===== config.mk =====
export PLATFORM = sky130hd
export DESIGN_NAME = sedbec_serial_link
export DESIGN_NICKNAME = d
export VERILOG_FILES = /design/src/rtl/sedbec_serial_link.sv
export SDC_FILE = /design/constraint.sdc
export NUM_CORES = 1
export LEC_CHECK = 0
export BUFFER_PORTS_ARGS = -buffer_cell sky130_fd_sc_hd__buf_2
export CORE_MARGIN = 2
export CORE_UTILIZATION = 35
export CTS_BUF_LIST = sky130_fd_sc_hd__clkbuf_8 sky130_fd_sc_hd__clkbuf_16
export CTS_CLUSTER_DIAMETER = 100
export DETAILED_ROUTE_END_ITERATION = 7
export PLACE_DENSITY = 0.52
export SLEW_MARGIN = 10
export SYNTH_ARGS = -nofsm -noshare
export SYNTH_HDL_FRONTEND = slang
export SYNTH_SLANG_ARGS = --single-unit

===== constraint.sdc =====
create_clock -name clk -period 2.65 [get_ports clk]
set_input_delay 0 -clock clk [delete_from_list [all_inputs] [get_ports clk]]
set_output_delay 0 -clock clk [all_outputs]
set_load 0.05 [all_outputs]

===== src/rtl/sedbec_serial_link.sv =====
`default_nettype none
// +----------------------------------------------------------------------------+
// | sedbec_serial_link : SEC-DED encode, bit-serial noisy channel, decode/fix  |
// | Revision 1.0                                                               |
// +----------------------------------------------------------------------------+

module sedbec_serial_link #(
  parameter int DATA_W     = 4,
  parameter int BIT_CYCLES = 16,
  parameter int CNT_W      = 16,
  localparam int PAR_W     = (DATA_W == 4) ? 3 : (DATA_W == 11) ? 4 : 5,
  localparam int CODE_W    = DATA_W + PAR_W + 1
) (
  input  logic              clk,
  input  logic              rst,
  input  logic              start,
  input  logic [DATA_W-1:0] sedbec_in,
  input  logic [CODE_W-1:0] noise,
  input  logic              clr_cnt,
  output logic              busy,
  output logic              tx_bit,
  output logic              tx_valid,
  output logic [DATA_W-1:0] data_o,
  output logic              error1bit,
  output logic              error2bit,
  output logic              errorparity,
  output logic              done,
  output logic [CNT_W-1:0]  cnt_corrected,
  output logic [CNT_W-1:0]  cnt_uncorrectable
);

  localparam int CYC_W  = (BIT_CYCLES > 1) ? $clog2(BIT_CYCLES) : 1;
  localparam int DIDX_W = $clog2(DATA_W);

  typedef enum logic [2:0] {
    S_IDLE   = 3'd0,
    S_LOAD   = 3'd1,
    S_SHIFT  = 3'd2,
    S_DECODE = 3'd3,
    S_DONE   = 3'd4
  } state_t;

  state_t             state_q, state_d;
  logic [DATA_W-1:0]  data_q;
  logic [CODE_W-1:0]  noise_q;
  logic [CODE_W-1:0]  code_q;
  logic [CODE_W-1:0]  rx_q;
  logic [PAR_W-1:0]   pos_q;
  logic [CYC_W-1:0]   cyc_q;
  logic [DATA_W-1:0]  res_data_q;
  logic               res_e1_q, res_e2_q, res_ep_q;
  logic               done_q;

  logic               bit_end_w, last_bit_w, par_w;
  logic [PAR_W-1:0]   syn_w;
  logic [CODE_W-1:0]  fixed_w;

  // Data fills non-power-of-two positions in ascending order; parity bits then overall parity.
  function automatic logic [CODE_W-1:0] encode(input logic [DATA_W-1:0] d);
    logic [CODE_W-1:0] c;
    int j;
    c = '0;
    j = 0;
    for (int p = 1; p < CODE_W; p++) begin
      if ((p & (p - 1)) != 0) begin
        c[PAR_W'(p)] = d[DIDX_W'(j)];
        j++;
      end
    end
    for (int k = 0; k < PAR_W; k++) begin
      for (int p = 1; p < CODE_W; p++) begin
        if ((((p >> k) & 1) == 1) && (p != (1 << k)))
          c[PAR_W'(1 << k)] = c[PAR_W'(1 << k)] ^ c[PAR_W'(p)];
      end
    end
    c[0] = ^c[CODE_W-1:1];
    return c;
  endfunction

  function automatic logic [DATA_W-1:0] extract(input logic [CODE_W-1:0] c);
    logic [DATA_W-1:0] d;
    int j;
    d = '0;
    j = 0;
    for (int p = 1; p < CODE_W; p++) begin
      if ((p & (p - 1)) != 0) begin
        d[DIDX_W'(j)] = c[PAR_W'(p)];
        j++;
      end
    end
    return d;
  endfunction

  assign bit_end_w  = (cyc_q == CYC_W'(BIT_CYCLES - 1));
  assign last_bit_w = bit_end_w && (pos_q == PAR_W'(CODE_W - 1));

  always_ff @(posedge clk) begin
    if (rst) state_q <= S_IDLE;
    else     state_q <= state_d;
  end

  // A start seen during the done pulse is still inside the busy window and is ignored.
  always_comb begin
    state_d = state_q;
    case (state_q)
      S_IDLE:   if (start && !done_q) state_d = S_LOAD;
      S_LOAD:   state_d = S_SHIFT;
      S_SHIFT:  if (last_bit_w) state_d = S_DECODE;
      S_DECODE: state_d = S_DONE;
      S_DONE:   state_d = S_IDLE;
      default:  state_d = S_IDLE;
    endcase
  end

  assign tx_valid = (state_q == S_SHIFT);
  assign tx_bit   = tx_valid & code_q[pos_q];
  assign busy     = (state_q != S_IDLE) | done_q;
  assign done     = done_q;

  // Syndrome and overall parity of the received word; CODE_W is 2^PAR_W so syn_w always indexes in range.
  always_comb begin
    syn_w = '0;
    for (int p = 1; p < CODE_W; p++) begin
      if (rx_q[PAR_W'(p)]) syn_w = syn_w ^ PAR_W'(p);
    end
    par_w   = ^rx_q;
    fixed_w = rx_q;
    if ((syn_w != '0) && par_w) fixed_w[syn_w] = ~rx_q[syn_w];
  end

  always_ff @(posedge clk) begin
    if (rst) begin
      data_q      <= '0;
      noise_q     <= '0;
      code_q      <= '0;
      rx_q        <= '0;
      pos_q       <= '0;
      cyc_q       <= '0;
      res_data_q  <= '0;
      res_e1_q    <= 1'b0;
      res_e2_q    <= 1'b0;
      res_ep_q    <= 1'b0;
      data_o      <= '0;
      error1bit   <= 1'b0;
      error2bit   <= 1'b0;
      errorparity <= 1'b0;
      done_q      <= 1'b0;
    end else begin
      done_q <= (state_q == S_DONE);
      case (state_q)
        S_IDLE: begin
          if (state_d == S_LOAD) begin
            data_q  <= sedbec_in;
            noise_q <= noise;
          end
        end
        S_LOAD: begin
          code_q <= encode(data_q);
          rx_q   <= '0;
          pos_q  <= '0;
          cyc_q  <= '0;
        end
        S_SHIFT: begin
          if (bit_end_w) begin
            rx_q[pos_q] <= tx_bit ^ noise_q[pos_q];
            pos_q       <= pos_q + PAR_W'(1);
            cyc_q       <= '0;
          end else begin
            cyc_q <= cyc_q + CYC_W'(1);
          end
        end
        S_DECODE: begin
          res_data_q <= extract(fixed_w);
          res_e1_q   <= par_w;
          res_e2_q   <= (syn_w != '0) && !par_w;
          res_ep_q   <= (syn_w == '0) && par_w;
        end
        S_DONE: begin
          data_o      <= res_data_q;
          error1bit   <= res_e1_q;
          error2bit   <= res_e2_q;
          errorparity <= res_ep_q;
        end
        default: ;
      endcase
    end
  end

  always_ff @(posedge clk) begin
    if (rst || clr_cnt) begin
      cnt_corrected     <= '0;
      cnt_uncorrectable <= '0;
    end else if (state_q == S_DONE) begin
      if (res_e1_q && (cnt_corrected != '1))
        cnt_corrected <= cnt_corrected + CNT_W'(1);
      if (res_e2_q && (cnt_uncorrectable != '1))
        cnt_uncorrectable <= cnt_uncorrectable + CNT_W'(1);
    end
  end

endmodule

`default_nettype wire


==> impl_metrics.toml, run 1 <==
[run_status]
outcome = "completed"

[worst_setup_path]
sum_of_buffers_and_inverters_on_the_critical_path = 0
startpoint_kind_of_the_worst_setup_timing_path = "flop"
reg2reg_slack_ns = 0.60
cp_max_fo = 9
worstReg2RegEnd = "cnt_uncorrectable[0]"
path_delay_family = "simple AND/OR/NAND/NOR gates"
critical_path_arrival_ns = 2.26
regToRegStartpoint = "cnt_uncorrectable[0]"
worstPathCellList = "ha_1 > nand4_1 > nor4_2 > nor2_1 > xnor2_1 > nor2_1"
critical_path_required_ns = 2.86
crit_top_cell = "nor2_1"
r2r.worst_path.cells = 6
critical_path_class = "reg2reg"
critPathMaxStageDelay_ns = 0.70
critical_path_top_delay_cell = "nor4_2"
endpoint_kind = "flop"

[clock_network]
post_cts.repair.setup_buffers = 0
clock-sinks = 69
cts_inserted_buffers = 9
insertion_delay_to_the_later_sink_of_the_worst_skew_pair_ns = 0.34
ctsLongestPathBuffers = 2
cts_root_buffer = "clkbuf_8"
tritoncts = "built"
path_clk_slew_ns = 0.07
cts_htree_levels = 3

[route]
route.detailed.vias_per_inst = 4.96
drt-pass1-iter-count = 4
detail-route-antenna-nets = 0
dr_total_vias = 2730
drc_errors = 0
drt_total_wl_mm = 7.03
detail_route.iter0.violations = 98
routed_wire_length_per_instance_um = 12.8

[global_routing]
maximum_number_of_pins_on_one_net_before_global_route_repair = 33
gr-usage-all-layers_pct = 14.3
first_global_vias = 2595
antenna_found_initial = 0
gr-total-overflow = 0
grt_first_pass_wirelength_mm = 11.8

[finish]
fraction_of_final_layout_cells_sized_beyond_drive_strength_1_pct = 18.0
final_net_count = 456
multiInputGateArea_um2 = 1750
areaGrowthSynthToFinish_pct = 21.4
ff_latch_area_um2 = 1380
filler_cell_count = 920
antenna_cells_inserted = 0

[worst_hold_path]
hold_path_class = "in2reg"
min-delay-start = "rst"
instance_count_along_the_most_critical_hold_path = 3
min_delay_worst_endpoint = "data_q[0]"

[die]
die_y_um = 100
fp.dieArea_um2 = 10100
core-area_um2 = 9110
ioPinCount = 59
die_width_um = 100
fp-row-count = 35
effective_utilization_at_floorplan_pct = 35.6

[sta]
finalCritPeriodShare_pct = 77.5
worst_pin_slew_ns = 0.737
timing.setup.tns_ns = 0
slew-limit-headroom_pct = 50.5
final_setup_slack_of_the_worst_path_ns = 0.595
achievable-frequency_mhz = 487
grt_setup_unrepaired = "no"
final_max_slew_viol_count = 0
hold_viol = 0
timing.hold.ws_ns = 0.193
final.setup_skew_ns = 0.0138
min_period_ns = 2.05
report.final.setup_viol = 0

[place]
detailed_place_hpwl_mm = 4.97
numPortBuffers = 52
globalplace.congestion = 0.803
dp_slack_ns = 0.614

[yosys]
netlist.area_leader.share_pct = 42.6
ys_seq_area_share_pct = 42.6
unique_masters_post_synth = 49
synth_area_per_cell_um2 = 8.63
yosys_warn_count = 0
synth_area_leader_cell = "dfxtp_1"
synth_flop_type = "dfxtp_1"
share_of_flip_flops_with_an_asynchronous_set_or_reset_after_synthesis_pct = 0
synth_area_leaders = "dfxtp_1 (43%), xnor2_1 (6.7%), nor2_1 (6.7%)"
synth_enable_flop_cells = 0
ys_top_cells_by_count = "dfxtp_1 (69), nor2_1 (58), nand2_1 (26), xnor2_1 (25), nand3_1 (20)"
post_synth_instance_area_um2 = 3240
synth_most_common_cell = "dfxtp_1"
postSynthCellCount = 376
ys_ff_latch = 69

[power]
total_leakage_power_nw = 1.52
power-per-cell-area_nw_per_um2 = 595
ir_drop_mv = 0.312

[job]
drv_cap = 0
-- metrics by stage --
| stage | std cells | area [um2] | util [%] | power [mW] |
|---|---|---|---|---|
| finish | 550 | 3940 | 43.2 | 2.34 |
| global route | 550 | 3940 | 43.2 | 2.43 |
| CTS | 550 | 3940 | 43.2 | 2.37 |
| global placement | 526 | 3590 | 39.4 | 1.23 |
| detailed placement | 526 | 3590 | 39.4 | 1.23 |
| floorplan | 378 | 3250 | - | 1.20 |
-- layer usage --
layer	wire, um	part of all wire (%)	vias to the layer above	GRT usage [%]
met3	235	3.3	10	2.99
met2	3080	44	46	22.9
met1	3610	51	1236	18.8
met4	96	1.4	0	5.90
met5	0	0	-	0
li1	-	-	1438	-
-- worst min-delay path: cells and delay by family --
family	cells	cell delay (ns)
and+or+nand+nor	1	0.12
buffers and inverters	2	0.37
-- cell usage in the layout, fill, tap and decap left out, drive strengths merged, types with 2 or more instances in the layout --
master and count:
a21oi 19, or2 4, and2 5, dfxtp 69, nand2 26, or3 4, inv 8, and3 4
clkbuf 9, nand4 12, xnor2 25, nand2b 3, dlygate4sd3 9, nor4 7, and4bb 2, o21ai 8
ha 5, buf 55, bufinv 4, mux2i 19, conb 3, nor2b 2, nor3 19, nand3b 3
nor3b 4, a311oi 4, nor4b 3, xor2 7, and4 2, nand3 20, a31oi 4, nor2 58
-- worst max-delay path by stage --
stage / startpoint / endpoint / slack (ns) / cells past startpoint
finish: cnt_uncorrectable[0] / cnt_uncorrectable[0] / 0.60 / 6
global route: cnt_uncorrectable[0] / cnt_uncorrectable[0] / 0.43 / 6
CTS: cnt_uncorrectable[0] / cnt_uncorrectable[0] / 0.60 / 6
detailed placement: cnt_uncorrectable[0] / cnt_uncorrectable[3] / 0.61 / 6
global placement: cnt_uncorrectable[0] / cnt_uncorrectable[2] / 0.67 / 6
floorplan: cnt_uncorrectable[0] / cnt_uncorrectable[2] / 0.54 / 6
-- logic make-up (layout without fill, tap and decap cells) --
kind of cell               Yosys count  count (layout)  synth area share (%)
adders and majority gates            5               5                  1.93
xor gates and xnor gates            33              33                  9.33
buffers and inverters               26              87                  3.59
and+or+nand+nor                    180             180                  28.4
DFF                                 69              69                  42.6
other                                1               3                 0.116
muxes                               19              19                  5.86
AOI/OAI and AO/OA                   43              43                  8.21
-- repair_timing --
item | CTS | global route
hold buffers | 9 | 0
gates resized for setup | 0 | 0
endpoints found under the hold margin | 9 | 0
setup endpoints to repair | 0 | 0
-- layout make-up --
class,instances,area share [%]
Multi-Input combinational cell,283,44.6
Sequential cell,69,35.1
Timing Repair Buffer,64,9.47
Tap cell,111,3.53
Clock inverter,6,3.46
Clock buffer,9,3.15
Inverter,8,0.763
-- sequential cells by signal, summed over array words and instances, names as in the netlist, 3 cells and up --
register and cells:
cyc_q 4, cnt_corrected 16, cnt_uncorrectable 16, pos_q 3, rx_q 8, state_q 3
noise_q 8
-- power breakdown --
part	internal (mW)	switching [mW]
Sequential	1.05	0.0121
Clock	0.717	0.408
Combinational	0.0593	0.0930
Note: power is estimated with default switching activity, not from simulation.
==> inputs of run 2 (changes only) <==
Settings changed: PLACE_DENSITY 0.52 to 0.54.
Clock period 2.65 ns to 1.85 ns, I/O delays scaled along.
==> impl_metrics.toml, run 2 (synthesis results as in run 1) <==
[run_status]
outcome = "completed"

[sta]
finalCritPeriodShare_pct = 93.1
report.final.setup_viol = 0
final_max_slew_viol_count = 0
final_setup_slack_of_the_worst_path_ns = 0.127
timing.setup.tns_ns = 0
grt_setup_unrepaired = "yes"
final.setup_skew_ns = 0.0152
hold_viol = 0
min_period_ns = 1.72
achievable-frequency_mhz = 581
worst_pin_slew_ns = 0.622
slew-limit-headroom_pct = 58.5

[worst_hold_path]
hold_path_class = "in2reg"
min-delay-start = "start"

[worst_setup_path]
crit_path_start = "state_q[0]"
cp_max_fo = 8
critPathMaxStageDelay_ns = 0.38
regToRegStartpoint = "cyc_q[0]"
crit_top_cell = "nand2b_1"
endpoint_kind = "output port"
critical_path_required_ns = 1.85
worstPathCellList = "nand2b_1 > nand2b_1 > inv_4 > o2111a_2 > buf_4"
startpoint_kind_of_the_worst_setup_timing_path = "flop"
critical_path_arrival_ns = 1.72
critical_path_top_delay_cell = "dfxtp_1"
critical_path_class = "reg2out"

[route]
drc_errors = 0
detail_route.iter0.violations = 46
drt-pass1-iter-count = 4
dr_total_vias = 2853
routed_wire_length_per_instance_um = 12.9
route.detailed.vias_per_inst = 5.09
detail-route-antenna-nets = 0
drt_total_wl_mm = 7.22

[clock_network]
clock-sinks = 69
path_clk_slew_ns = 0.07
tritoncts = "built"
ctsLongestPathBuffers = 2
post_cts.repair.setup_buffers = 0
insertion_delay_to_the_later_sink_of_the_worst_skew_pair_ns = 0.35
cts_inserted_buffers = 9
cts_root_buffer = "clkbuf_8"
cts_htree_levels = 3

[finish]
areaGrowthSynthToFinish_pct = 24.9
postLayoutCellArea_um2 = 4050
final_cell_mix = "nor2_1 (58), dfxtp_1 (56), buf_2 (51)"
antenna_cells_inserted = 0
filler_cell_count = 899
largest_registers = "cnt_corrected (16), cnt_uncorrectable (16)"
final_net_count = 466
fraction_of_final_layout_cells_sized_beyond_drive_strength_1_pct = 23.3
layout.cells.most_common = "nor2_1"

[power]
switching_share_pct = 22.9
power-per-cell-area_nw_per_um2 = 812
total_leakage_power_nw = 1.60
power_frac_comb_pct = 7.1
reg_power_share_pct = 46.4
switching_power_mw = 0.755
p_int_mw = 2.54
clock_power_share_pct = 46.5
ir_drop_mv = 0.345

[global_routing]
gr-total-overflow = 0
grt_first_pass_wirelength_mm = 12.0
antenna_found_initial = 0
maximum_number_of_pins_on_one_net_before_global_route_repair = 33
gr-usage-all-layers_pct = 15.0
first_global_vias = 2670

[die]
core-area_um2 = 9110
fp-row-count = 35
ioPinCount = 59
die_y_um = 100
fp.dieArea_um2 = 10100
die_width_um = 100
effective_utilization_at_floorplan_pct = 35.6

[place]
post_dp_cell_area_um2 = 3690
dp_slack_ns = 0.0724
globalplace.congestion = 0.844
detailed_place_hpwl_mm = 5.09
numPortBuffers = 52

[job]
drv_cap = 0
-- run 2: final cells by class --
class | instances | area [um2] | area share [%]
Sequential cell | 69 | 1400 | 34.5
Timing Repair Buffer | 74 | 453 | 11.2
Clock buffer | 10 | 138 | 3.40
Clock inverter | 6 | 110 | 2.72
Tap cell | 111 | 139 | 3.43
Inverter | 8 | 32.5 | 0.803
Multi-Input combinational cell | 283 | 1780 | 44.0
-- run 2: worst paths after layout --
kind | end | slack, ns | cells after the start
setup / recovery | tx_bit | 0.13 | 5
hold / removal | noise_q[6] | 0.23 | 5
setup reg to reg | rx_q[0] | 0.16 | 6
hold reg to reg | error2bit | 0.46 | 2
-- run 2: critical path, delay by kind of cell (launching register included) --
kind | cells | cell delay [ns]
buf+inv | 2 | 0.34
simple gates | 2 | 0.43
compound gates | 1 | 0.25
flops | 1 | 0.38
-- run 2: repair_timing --
action                                  CTS  global route
gates resized for setup                   0             5
endpoints found under the setup margin    0            13
hold buffers                             10             0
hold endpoints to repair                 16             0
-- run 2: metal layers --
metal  vias up  global-route usage, %  part of all wire, %  wire length (um)
met2        67                   24.9                   46              3320
met3        15                   3.06                  4.4               321
met5         -                      0                    0                 0
met4         0                   7.38                  2.0               145
met1      1312                   18.6                   47              3430
li1       1459                      -                    -                 -
-- run 2: power groups by stage --
stage	combinational, mW	sequential, mW	clock (mW)
2_1_floorplan	0.168	1.55	0
4_1_cts	0.234	1.53	1.58
3_5_place_dp	0.217	1.56	0
3_3_place_gp	0.214	1.56	0
5_1_grt	0.259	1.53	1.65
6_report	0.234	1.53	1.53
-- run 2: metrics by stage --
stage	hold slack (ns)	std cells	utilization, %	total power, mW
floorplan	0.144	378	-	1.72
global placement	0.231	535	40.5	1.77
detailed placement	0.240	535	40.5	1.78
CTS	0.223	561	44.3	3.34
finish	0.233	561	44.5	3.29
global route	0.256	561	44.5	3.43
